## src/rtl/sqrt_pipe.sv

```systemverilog
// Pipelined fixed-point square root. Each stage runs one restoring digit-recurrence step.
// The whole pipeline advances or stalls together under out_ready backpressure.
module sqrt_pipe #(
  parameter int WIDTH  = 16,
  parameter int FBITS  = 8,
  parameter int ROUND  = 0,
  parameter int SIGNED = 0,
  parameter int TAG_W  = 4
) (
  input  logic             clk,
  input  logic             reset,
  input  logic             in_valid,
  output logic             in_ready,
  input  logic [WIDTH-1:0] rad,
  input  logic [TAG_W-1:0] in_tag,
  output logic             out_valid,
  input  logic             out_ready,
  output logic [WIDTH-1:0] root,
  output logic [WIDTH-1:0] rem,
  output logic             neg,
  output logic [TAG_W-1:0] out_tag
);
  localparam int ITER = (WIDTH + FBITS) / 2;
  localparam int XW   = WIDTH + FBITS;
  localparam int AW   = WIDTH + 2;
  localparam int XTOT = (ITER - 1) * ITER;

  typedef struct packed {
    logic [AW-1:0]    acc;
    logic [WIDTH-1:0] q;
  } rq_t;

  function automatic rq_t step(input logic [AW-1:0] acc, input logic [WIDTH-1:0] q,
                               input logic [1:0] b);
    rq_t r;
    logic [AW-1:0] a, t;
    a = (acc << 2) | AW'(b);
    t = (AW'(q) << 2) | AW'(1);
    if (a >= t) begin
      r.acc = a - t;
      r.q   = (q << 1) | WIDTH'(1);
    end else begin
      r.acc = a;
      r.q   = q << 1;
    end
    return r;
  endfunction

  // Stage k keeps only the XW-2k radicand bits still to be consumed, packed back to back.
  function automatic int xoff(input int k);
    return (k - 1) * XW - k * (k - 1);
  endfunction

  logic [ITER:1]                vld_d, vld_q;
  logic [XTOT-1:0]              xs_d, xs_q;
  logic [ITER-1:1][AW-1:0]      acc_d, acc_q;
  logic [ITER-1:1][WIDTH-1:0]   q_d, q_q;
  logic [ITER-1:1]              neg_d, neg_q;
  logic [ITER-1:1][TAG_W-1:0]   tag_d, tag_q;
  logic [WIDTH-1:0]             root_d, root_q, rem_d, rem_q;
  logic                         out_neg_d, out_neg_q;
  logic [TAG_W-1:0]             out_tag_d, out_tag_q;
  logic [XW-1:0]                x_head;
  logic                         neg_head;
  rq_t                          fin;

  always_comb begin
    x_head   = XW'(rad) << FBITS;
    neg_head = (SIGNED != 0) && rad[WIDTH-1];
    vld_d    = {vld_q[ITER-1:1], in_valid};
  end

  for (genvar k = 1; k < ITER; k++) begin : g_stg
    localparam int XR = XW - 2 * k;
    logic [XR+1:0]      x_in;
    logic [AW-1:0]      acc_in;
    logic [WIDTH-1:0]   q_in;
    logic               neg_in;
    logic [TAG_W-1:0]   tag_in;
    rq_t                r;
    if (k == 1) begin : g_first
      assign x_in   = x_head;
      assign acc_in = '0;
      assign q_in   = '0;
      assign neg_in = neg_head;
      assign tag_in = in_tag;
    end else begin : g_next
      assign x_in   = xs_q[xoff(k-1) +: XR+2];
      assign acc_in = acc_q[k-1];
      assign q_in   = q_q[k-1];
      assign neg_in = neg_q[k-1];
      assign tag_in = tag_q[k-1];
    end
    assign r                  = step(acc_in, q_in, x_in[XR+1 -: 2]);
    assign xs_d[xoff(k) +: XR] = x_in[XR-1:0];
    assign acc_d[k]           = r.acc;
    assign q_d[k]             = r.q;
    assign neg_d[k]           = neg_in;
    assign tag_d[k]           = tag_in;
  end

  // Last iteration folds in rounding and the negative-radicand override before the output flops.
  always_comb begin
    fin       = step(acc_q[ITER-1], q_q[ITER-1], xs_q[xoff(ITER-1) +: 2]);
    root_d    = fin.q;
    if (ROUND != 0 && fin.acc > AW'(fin.q)) root_d = fin.q + WIDTH'(1);
    rem_d     = WIDTH'(fin.acc);
    out_neg_d = neg_q[ITER-1];
    out_tag_d = tag_q[ITER-1];
    if (neg_q[ITER-1]) begin
      root_d = '0;
      rem_d  = '0;
    end
  end

  always_ff @(posedge clk) begin
    if (reset)         vld_q <= '0;
    else if (in_ready) vld_q <= vld_d;
    if (in_ready) begin
      xs_q      <= xs_d;
      acc_q     <= acc_d;
      q_q       <= q_d;
      neg_q     <= neg_d;
      tag_q     <= tag_d;
      root_q    <= root_d;
      rem_q     <= rem_d;
      out_neg_q <= out_neg_d;
      out_tag_q <= out_tag_d;
    end
  end

  assign out_valid = vld_q[ITER];
  assign in_ready  = !(out_valid && !out_ready);
  assign root      = root_q;
  assign rem       = rem_q;
  assign neg       = out_neg_q;
  assign out_tag   = out_tag_q;
endmodule

```

## config.mk

```make
export PLATFORM = sky130hd
export DESIGN_NAME = sqrt_pipe
export DESIGN_NICKNAME = d
export VERILOG_FILES = /design/src/rtl/sqrt_pipe.sv
export SDC_FILE = /design/constraint.sdc
export NUM_CORES = 1
export LEC_CHECK = 0
export ABC_AREA = 0
export ABC_CLOCK_PERIOD_IN_PS = 18140
export BUFFER_PORTS_ARGS = -buffer_cell sky130_fd_sc_hd__buf_2
export CAP_MARGIN = 20
export CORE_MARGIN = 5
export CORE_UTILIZATION = 50
export CTS_CLUSTER_DIAMETER = 50
export DETAILED_ROUTE_END_ITERATION = 10
export PLACE_DENSITY_LB_ADDON = 0.3
export SKIP_CTS_REPAIR_TIMING = 1
export SLEW_MARGIN = 20
export SYNTH_ARGS = -nofsm -noshare
export SYNTH_HDL_FRONTEND = slang
export SYNTH_SLANG_ARGS = --single-unit
export TNS_END_PERCENT = 10
```

## constraint.sdc

```tcl
create_clock -name clk -period 18.14 [get_ports clk]
set_input_delay 4.535 -clock clk [delete_from_list [all_inputs] [get_ports clk]]
set_output_delay 4.535 -clock clk [all_outputs]
set_load 0.01 [all_outputs]
```

==> impl_metrics.toml, run 1 <==
[placement]
dp_hpwl_um = 18860
gpl.final_weighted_congestion = 0.8490
placedInstanceArea_sq_um = 17820
port-buffer-count = 57

[timing]
slew-limit-headroom_pct = 29.29
timing.hold.ws_ns = 0.4147
setup_repair_after_global_routing_missed_its_margin = "no"
timing.final.max_slew_violations = 0
finalClockSkew_ns = 0.02009
finalSetupTns_ns = 0
worst-slew-pin-transition_ns = 1.061
period_needed_ns = 10.75
fmax_mhz = 93.02
setup-violations-final = 0
timing.final.crit_share_pct = 59.26
final-hold-violation-count = 0

[route]
detail_route.iter0.violations = 518
wl_um = 27220
postRouteAntennaNets = 0
dr_total_vias = 10040
drt_drc_violations_left = 0
drt-wirelength-per-cell_um = 14.47
detailedRoute.firstPassIterationCount = 5
avgViaCountPerCell = 5.339

[min_path]
hold_path_startpoint = "g_stg[8].tag_in[1]"
min_path_type = "reg2reg"

[finish]
drive_above_1_share_pct = 10.75
design_area_sq_um = 19150
fin_nets = 1515
antenna-diode-count = 0
num-fill-cells = 2720
area_growth_pct = 12.57
utilization_pct = 57.11

[synthesis]
synth_cells = 1315
synth.cell_area_sq_um = 17010
yosys_warnings = 0
yosys_most_used_dff = "edfxtp_1"
synth-seq-area-share_pct = 63.90
avgSynthCellArea_sq_um = 12.94
flop_and_latch_count_out_of_synthesis = 366
async_reset_ff_share_pct = 0
synth-edff-count = 354
synth.lib_cells_used.distinct = 65

[floorplan]
die_width_um = 194.5
initial_utilization_pct = 50.73
die-height_um = 194.5
core_area_sq_um = 33530
fp.dieArea_sq_um = 37810
pin_count = 63
floorplan.rows = 67

[worst_setup_path]
critPathCaptureType = "output port"
start_kind = "input pin"
worstPathMaxFanout = 125
critical_path.most_common_cell = "buf_2"
worstReg2RegStart = "vld_q[12]"
worstPathCellList = "buf_2 -> nor2b_1 -> inv_8 -> buf_2"
startpoint = "out_ready"
crit_slowest_cell = "nor2b_1"
critPathKind = "in2out"
max_stage_delay_ns = 0.79
critical_path_required_ns = 13.61
timing.critical_path.arrival_ns = 6.22

[grt]
antenna_found_initial = 0
maximum_number_of_pins_on_one_net_before_global_route_repair = 126
globalRoute.totalOverflow = 0
grt_overall_usage_pct = 14.35
grt_first_pass_wirelength_um = 46030
grt_pass1_vias = 10090

[clock_tree]
clkSinkCount = 366
tritoncts = "done"
cts.clk_slew.worst_paths_ns = 0.05
cts_made_buffers = 42
insertion_delay_of_the_later_clocked_pin_in_the_worst_skew_pair_ns = 0.54
cts_buffer_depth = 3
ctsRootBufferMaster = "clkbuf_16"
cts_htree_levels = 2

[run]
drv.max_cap_violation_count = 0

[power]
report.power.total_uw = 2423
power.density_nw_per_um2 = 126.5
power.static_leakage_uw = 0.007710
ir_drop_uv = 83.14

[status]
outcome = "complete, no violations"
## state kept, by name (all words and copies together) (netlist names)
name / count
acc_q: 15
g_stg.acc_in: 142
g_stg.q_in: 55
g_stg.tag_in: 40
out_tag: 4
out_tag_d: 4
q_q: 11
rem: 15
root: 12
vld_q: 12
xs_q: 56
## area by class of cell
type                       count  area [sq um]  share of cell area (%)
tap                          448         560.5                   2.927
multi-input combinational    816          5628                   29.39
inverter                     114         435.4                   2.274
clock buffer                  52          1110                   5.795
clock inverter                22         215.2                   1.124
sequential                   366         10870                   56.77
timing repair buffer          63         330.3                   1.725
## path summary, 6_finish.rpt
check	end	slack, ns	depth (start not counted)
worst max-delay path	in_ready	7.39	4
worst min-delay path	g_stg[9].tag_in[1]	0.41	0
worst max register to register	rem[5]	14.64	4
worst min register to register	g_stg[9].tag_in[1]	0.41	0
## per-stage QoR
| step | instances | worst slack [ns] |
|---|---|---|
| after global placement | 1807 | 7.347 |
| final | 1881 | 7.390 |
| after global routing | 1881 | 7.202 |
| after floorplan | 1320 | 4.386 |
| after detailed placement | 1807 | 7.315 |
| after CTS | 1881 | 7.312 |
## power breakdown
part	switching, uW	internal, uW	total, uW
sequential	99.7	1120	1220
combinational	210	188	398
clock	314	490	804
## cell families (layout without fill, tap and decap cells)
family                     Yosys count  count (layout)  synth area share [%]
and+or+nand+nor                    358             358                 10.62
buffers and inverters              138             251                 3.199
muxes                               21              21                 1.361
other                                1               6               0.02204
AOI/OAI and AO/OA                  239             239                 8.892
adders and majority gates           88              88                 6.649
DFF                                366             366                 63.90
xor gates and xnor gates           104             104                 5.355
## cells in the final DEF (no fill, tap or decap), types with 9 or more instances in the layout
| cell type | count |
|---|---|
| edfxtp_1 | 354 |
| nor3_1 | 35 |
| o31ai_1 | 21 |
| buf_2 | 57 |
| ha_1 | 84 |
| mux2_2 | 17 |
| o21a_1 | 26 |
| nand2b_1 | 13 |
| o211ai_1 | 10 |
| clkinv_1 | 12 |
| inv_1 | 111 |
| dfxtp_1 | 12 |
| nand2_1 | 102 |
| nand3_1 | 16 |
| a21oi_1 | 66 |
| and2_1 | 9 |
| clkbuf_16 | 43 |
| nor2_1 | 88 |
| xor2_1 | 71 |
| o21ai_0 | 55 |
| nor4_1 | 23 |
| clkbuf_1 | 9 |
| or3_1 | 13 |
| a21o_1 | 15 |
| nor2b_1 | 10 |
| xnor2_1 | 33 |
## critical path: cells and delay by family
family	cells	cell delay [ns]
simple gates	1	0.79
buf+inv	3	0.88
## metal layers
| metal | wire, um | global-route usage, % | part of all wire, % | vias up |
|---|---|---|---|---|
| met5 | 0 | 0 | 0 | - |
| met4 | 1097 | 6.224 | 4.0 | 0 |
| met3 | 1182 | 2.787 | 4.3 | 84 |
| met2 | 14380 | 27.32 | 53 | 215 |
| met1 | 10560 | 15.35 | 39 | 4731 |
| li1 | - | - | - | 5012 |
## cells in the mapped netlist (all sizes together) (4+ instances only)
| cell type | n | area (sq um) |
|---|---|---|
| ha | 84 | 1051 |
| o21bai | 5 | 37.54 |
| nor2 | 88 | 330.3 |
| o31ai | 21 | 157.7 |
| and3 | 7 | 43.79 |
| fa | 4 | 80.08 |
| o31a | 4 | 35.03 |
| xor2 | 71 | 621.9 |
| a21boi | 4 | 30.03 |
| o21ai | 55 | 275.3 |
| nand2b | 13 | 81.33 |
| mux2 | 17 | 191.4 |
| dfxtp | 12 | 240.2 |
| a21oi | 66 | 330.3 |
| nor4 | 24 | 156.4 |
| nor3 | 39 | 215.2 |
| or2 | 5 | 31.28 |
| nor2b | 10 | 62.56 |
| inv | 113 | 424.2 |
| a31oi | 6 | 37.54 |
| nand2 | 102 | 382.9 |
| xnor2 | 33 | 289.0 |
| or3 | 14 | 92.59 |
| nand4b | 4 | 35.03 |
| and2 | 9 | 56.30 |
| o21a | 26 | 195.2 |
| nand4 | 8 | 50.05 |
| nor3b | 4 | 30.03 |
| a21o | 15 | 112.6 |
| clkbuf | 13 | 48.80 |
| nand3 | 16 | 80.08 |
| o211ai | 10 | 75.07 |
| a211oi | 9 | 67.56 |
| edfxtp | 354 | 10630 |
| mux2i | 4 | 40.04 |
| o41ai | 4 | 35.03 |
| buf | 11 | 67.56 |
Power figures use the tool's default switching activity.
==> run 2, diff against run 1 <==
Settings changed: ABC_AREA 0 to 1, ABC_CLOCK_PERIOD_IN_PS 18140 to 11200.
Clock period 18.14 ns to 11.2 ns, I/O delays scaled along.
==> run 2 against run 1 <==
  * Setup slack worse by 3.4 ns
  * Non-clock buffer count decreased by 3
  * Register-to-register slack got worse by 7.1 ns
  * Area after synthesis is 13% higher
  * Combinational power increased to 2.7 times the previous value
  * Design area rose by 12%
  * Total power increased by 85%
  * Via count grew 33%
==> impl_metrics.toml, run 2 <==
[worst_setup_path]
max_stage_delay_ns = 0.72
r2r.worst_path.cells = 5
crit_slowest_cell = "nor2_1"
critPathKind = "in2out"
worstPathMaxFanout = 141
timing.critical_path.arrival_ns = 4.40
critical_path.most_common_cell = "buf_2"
worstPathCellList = "buf_2 -> nor2_1 -> inv_8 -> buf_2"
critPathCaptureType = "output port"
start_kind = "input pin"
critical_path_required_ns = 8.40

[synthesis]
avgSynthCellArea_sq_um = 9.355
synth.cell_area_sq_um = 19230
synth-seq-area-share_pct = 56.52
synth_cells = 2056
async_reset_ff_share_pct = 0
synth_commonest_cells = "nand2_1, edfxtp_1, inv_1"
flop_and_latch_count_out_of_synthesis = 366
yosys_warnings = 0
synthMostInstantiatedCell = "nand2_1"
yosys_most_used_dff = "edfxtp_1"
synth-edff-count = 354
synth_top_cell_area_share_pct = 55.27
synthTopCellsByArea = "edfxtp_1, nand2_1, inv_1, ha_1, nand3_1"
synthDominantAreaCellType = "edfxtp_1"
synth.lib_cells_used.distinct = 46

[timing]
timing.final.crit_share_pct = 64.28
slew-limit-headroom_pct = 29.05
finalSetupTns_ns = 0
period_needed_ns = 7.199
fmax_mhz = 138.9
worst-slew-pin-transition_ns = 1.064
setup-violations-final = 0
setup_repair_after_global_routing_missed_its_margin = "no"
finalClockSkew_ns = 0.01787
timing.final.max_slew_violations = 0
final-hold-violation-count = 0

[finish]
finalNonFillerCells = 2689
layout.cells.most_common_list = "nand2_1, edfxtp_1, inv_1, nor2_1, nand3_1"
number_of_flip_flops_under_the_largest_register_name = 142
drive_above_1_share_pct = 9.550
utilization_pct = 56.76
antenna-diode-count = 0
area_growth_pct = 11.68
leading_cell_type_in_the_layout_fill_and_taps_excluded = "nand2_1"
fin_nets = 2256

[power]
ir_drop_uv = 116.3
report.power.total_uw = 4491
power.density_nw_per_um2 = 209.1
power.static_leakage_uw = 0.009900

[placement]
port-buffer-count = 57
number_of_placed_cells_counting_well_taps = 2609
dp_hpwl_um = 26630
gpl.final_weighted_congestion = 0.9292

[grt]
antenna_found_initial = 0
most_crowded_layer_gr = "met2"
maximum_number_of_pins_on_one_net_before_global_route_repair = 142
globalRoute.totalOverflow = 0
grt_overall_usage_pct = 17.49
grt_first_pass_wirelength_um = 60240
use_met3_pct = 2.919
grt_util_met1_pct = 23.13
met2_usage_pct = 29.36
grt_pass1_vias = 12600

[floorplan]
floorplan.rows = 71
pin_count = 63
core_area_sq_um = 37840
initial_utilization_pct = 50.82
fp.dieArea_sq_um = 42490
die_width_um = 206.1
die-height_um = 206.1

[clock_tree]
cts_made_buffers = 44
clkSinkCount = 366
insertion_delay_of_the_later_clocked_pin_in_the_worst_skew_pair_ns = 0.57
tritoncts = "done"
cts_buffer_depth = 3
ctsRootBufferMaster = "clkbuf_16"
cts.clk_slew.worst_paths_ns = 0.06
cts_htree_levels = 2

[route]
detail_route.iter0.violations = 774
wl_um = 36600
drt-wirelength-per-cell_um = 13.61
drt_drc_violations_left = 0
postRouteAntennaNets = 0
detailedRoute.firstPassIterationCount = 6
dr_total_vias = 13370
avgViaCountPerCell = 4.971

[min_path]
hold_depth = 0
min_path_type = "reg2reg"

[run]
drv.max_cap_violation_count = 0

[status]
outcome = "complete, no violations"
run 2: cell count changes after synthesis, moves of 17 or more:
cell and change:
nand3_1 +117, o21a_1 -25, nor4_1 -23, nand4_1 +17, mux2_2 -17, inv_1 +203
xnor2_1 -18, nor2_1 +83, nand2_1 +507, xor2_1 -32, o31ai_1 -21, a21oi_1 +21
run 2: worst max-delay path: cells and delay by family:
family,cells,cell delay [ns]
buf+inv,3,0.87
simple gates,1,0.72
run 2: logic make-up after synthesis:
logic type | after synthesis | share of synthesized area, %
buffers and inverters | 349 | 7.351
other | 1 | 0.01950
AND/OR/NAND/NOR | 1027 | 22.82
XOR/XNOR | 54 | 2.459
AO/OA/AOI/OAI | 171 | 4.951
flip-flops | 366 | 56.52
adder cells (fa/ha/maj) | 88 | 5.881
run 2: per-stage QoR:
stage	instance area [sq um]	worst slack [ns]	hold WS, ns
floorplan	19250	0.9225	0.4003
global placement	20020	3.927	0.4022
detailed placement	20020	3.911	0.4045
CTS	21480	3.917	0.4069
global route	21480	3.721	0.4071
finish	21480	4.001	0.4053
run 2: power breakdown:
part | switching (uW) | leakage [uW] | internal, uW
clock network | 575 | 0.000713 | 836
logic | 677 | 0.00553 | 389
registers | 183 | 0.00366 | 1830
run 2: layer usage:
layer,up-vias,wire length [um],part of all wire [%]
met5,-,0,0
met4,0,989,2.7
met3,74,1915,5.2
met2,328,17080,47
met1,6038,16620,45
li1,6928,-,-
run 2: cell type report:
cell class              count  area, sq um
fillers                  3303        16360
flip-flops and latches    366        10870
multi-input cells        1346         6968
inverters                 326         1234
clock buffers              50         1134
well taps                 511        639.4
clock inverters            30        327.8
repair buffers             60        307.8
run 2: final timing paths:
kind,from,end,slack (ns)
max,out_ready,in_ready,4.00
min,g_stg[11].tag_in[1],out_tag_d[1],0.41
max reg2reg,vld_q[12],g_stg[11].acc_in[9],7.56
min reg2reg,g_stg[11].tag_in[1],out_tag_d[1],0.41
==> run 3, diff against run 2 <==
Settings changed: ABC_CLOCK_PERIOD_IN_PS 11200 to 6200.
Clock period 11.2 ns to 6.2 ns, I/O delays scaled along.
==> run 3 against run 2 <==
  * Largest cell class unchanged
  * Total power increased by 82%
  * Design area increased by 0.37%
  * Sequential cell count unchanged
  * Sequential power increased by 81%
  * Clock-buffer cell count increased by 2
==> impl_metrics.toml, run 3 (synthesized netlist as in run 2, its figures left out) <==
[status]
outcome = "complete, no violations"

[worst_setup_path]
critPathKind = "in2out"
max_stage_delay_ns = 0.75
worst-path-buf-inv = 3
reg2reg_to = "g_stg[11].acc_in[7]"
critPathCaptureType = "output port"
critical_path_required_ns = 4.65
r2r_setup_slack_ns = 3.70
worstReg2RegStart = "g_stg[10].q_in[0]"
worstPathMaxFanout = 57
critPathTopFamily = "simple AND/OR/NAND/NOR gates"
worstSetupPathDepth = 4
timing.critical_path.arrival_ns = 2.99
startpoint = "out_ready"
critical_path.most_common_cell = "buf_2"
worstPathCellList = "buf_2 -> nor2_1 -> inv_8 -> buf_2"
start_kind = "input pin"
crit_slowest_cell = "nor2_1"
r2r.worst_path.cells = 13
critical_path.endpoint = "in_ready"

[power]
power.static_leakage_uw = 0.009926
ir_drop_uv = 262.9
power.density_nw_per_um2 = 379.8

[grt]
globalRoute.totalOverflow = 0
grt_overall_usage_pct = 17.90
grt_first_pass_wirelength_um = 61780
antenna_found_initial = 1
grt_pass1_vias = 12990
use_met3_pct = 3.891
most_crowded_layer_gr = "met2"
grt_util_met1_pct = 24.39
maximum_number_of_pins_on_one_net_before_global_route_repair = 88
met2_usage_pct = 28.42

[clock_tree]
cts.clk_slew.worst_paths_ns = 0.06
ctsRootBufferMaster = "clkbuf_16"
cts_made_buffers = 45
cts_htree_levels = 2
clkSinkCount = 366
tritoncts = "done"
cts_buffer_depth = 3
insertion_delay_of_the_later_clocked_pin_in_the_worst_skew_pair_ns = 0.58

[route]
drt-wirelength-per-cell_um = 13.78
avgViaCountPerCell = 5.016
postRouteAntennaNets = 0
wl_um = 37110
detailedRoute.firstPassIterationCount = 5
detail_route.iter0.violations = 780
drt_drc_violations_left = 0
dr_total_vias = 13500

[finish]
area_growth_pct = 12.09
number_of_flip_flops_under_the_largest_register_name = 142
leading_cell_type_in_the_layout_fill_and_taps_excluded = "nand2_1"
fin_nets = 2258
antenna-diode-count = 0
utilization_pct = 56.97
design_area_sq_um = 21560
layout.cells.most_common_list = "nand2_1, edfxtp_1, inv_1, nor2_1, nand3_1"
drive_above_1_share_pct = 9.629

[min_path]
min_path_type = "reg2reg"

[placement]
placedInstanceArea_sq_um = 20030
port-buffer-count = 57
dp_hpwl_um = 27390
dp_slack_ns = 1.640
gpl.final_weighted_congestion = 0.9177

[floorplan]
die_width_um = 206.1
pin_count = 63
initial_utilization_pct = 50.82
floorplan.rows = 71
core_area_sq_um = 37840
die-height_um = 206.1
fp.dieArea_sq_um = 42490

[timing]
setup_repair_after_global_routing_missed_its_margin = "no"
slew-limit-headroom_pct = 31.05
setup-violations-final = 0
timing.final.crit_share_pct = 73.25
worst_setup_margin_ns = 1.658
timing.final.max_slew_violations = 0
period_needed_ns = 4.542
worst-slew-pin-transition_ns = 1.034
final-hold-violation-count = 0
finalClockSkew_ns = 0.02514
fmax_mhz = 220.2
finalSetupTns_ns = 0

[run]
drv.max_cap_violation_count = 0
[run 3: cell types whose count changed in the layout (fill, tap and decap cells not counted), sizes merged]
cell	before	now
clkinvlp	2	4
clkinv	15	12
clkbuf	50	52
buf	60	61
bufinv	4	5
[run 3: per-stage QoR]
stage,hold slack [ns],total power [uW],std cells
after global routing,0.4197,8724,2692
after detailed placement,0.4045,5592,2610
final,0.4125,8189,2692
after global placement,0.4002,5555,2610
after floorplan,0.4003,5064,2061
after CTS,0.4129,8262,2692
[run 3: power by group]
group | internal [uW] | total (uW) | switching [uW] | leakage [uW]
Combinational | 703 | 1920 | 1220 | 0.00553
Sequential | 3310 | 3640 | 333 | 0.00366
Clock | 1580 | 2630 | 1050 | 0.000736
Total | 5590 | 8190 | 2600 | 0.00993
[run 3: metal layers]
layer	part of all wire, %	vias up
li1	-	6920
met1	47	6149
met2	45	347
met3	5.6	84
met4	3.0	2
met5	0.035	-
[run 3: worst min path at each step]
stage	from	endpoint	slack, ns	depth (start not counted)
CTS	g_stg[9].tag_in[1]	g_stg[10].tag_in[1]	0.41	0
detailed placement	g_stg[9].tag_in[1]	g_stg[10].tag_in[1]	0.40	0
finish	xs_q[70]	xs_q[86]	0.41	0
floorplan	g_stg[9].tag_in[0]	g_stg[10].tag_in[0]	0.40	0
global placement	xs_q[86]	xs_q[100]	0.40	0
global route	xs_q[98]	xs_q[110]	0.42	0
[run 3: final cells by class]
type / instances / area [sq um]
tap: 511 / 639.4
multi-input combinational: 1346 / 6968
sequential: 366 / 10870
clock inverter: 30 / 380.4
fill: 3302 / 16280
inverter: 326 / 1234
timing repair buffer: 61 / 315.3
clock buffer: 52 / 1152
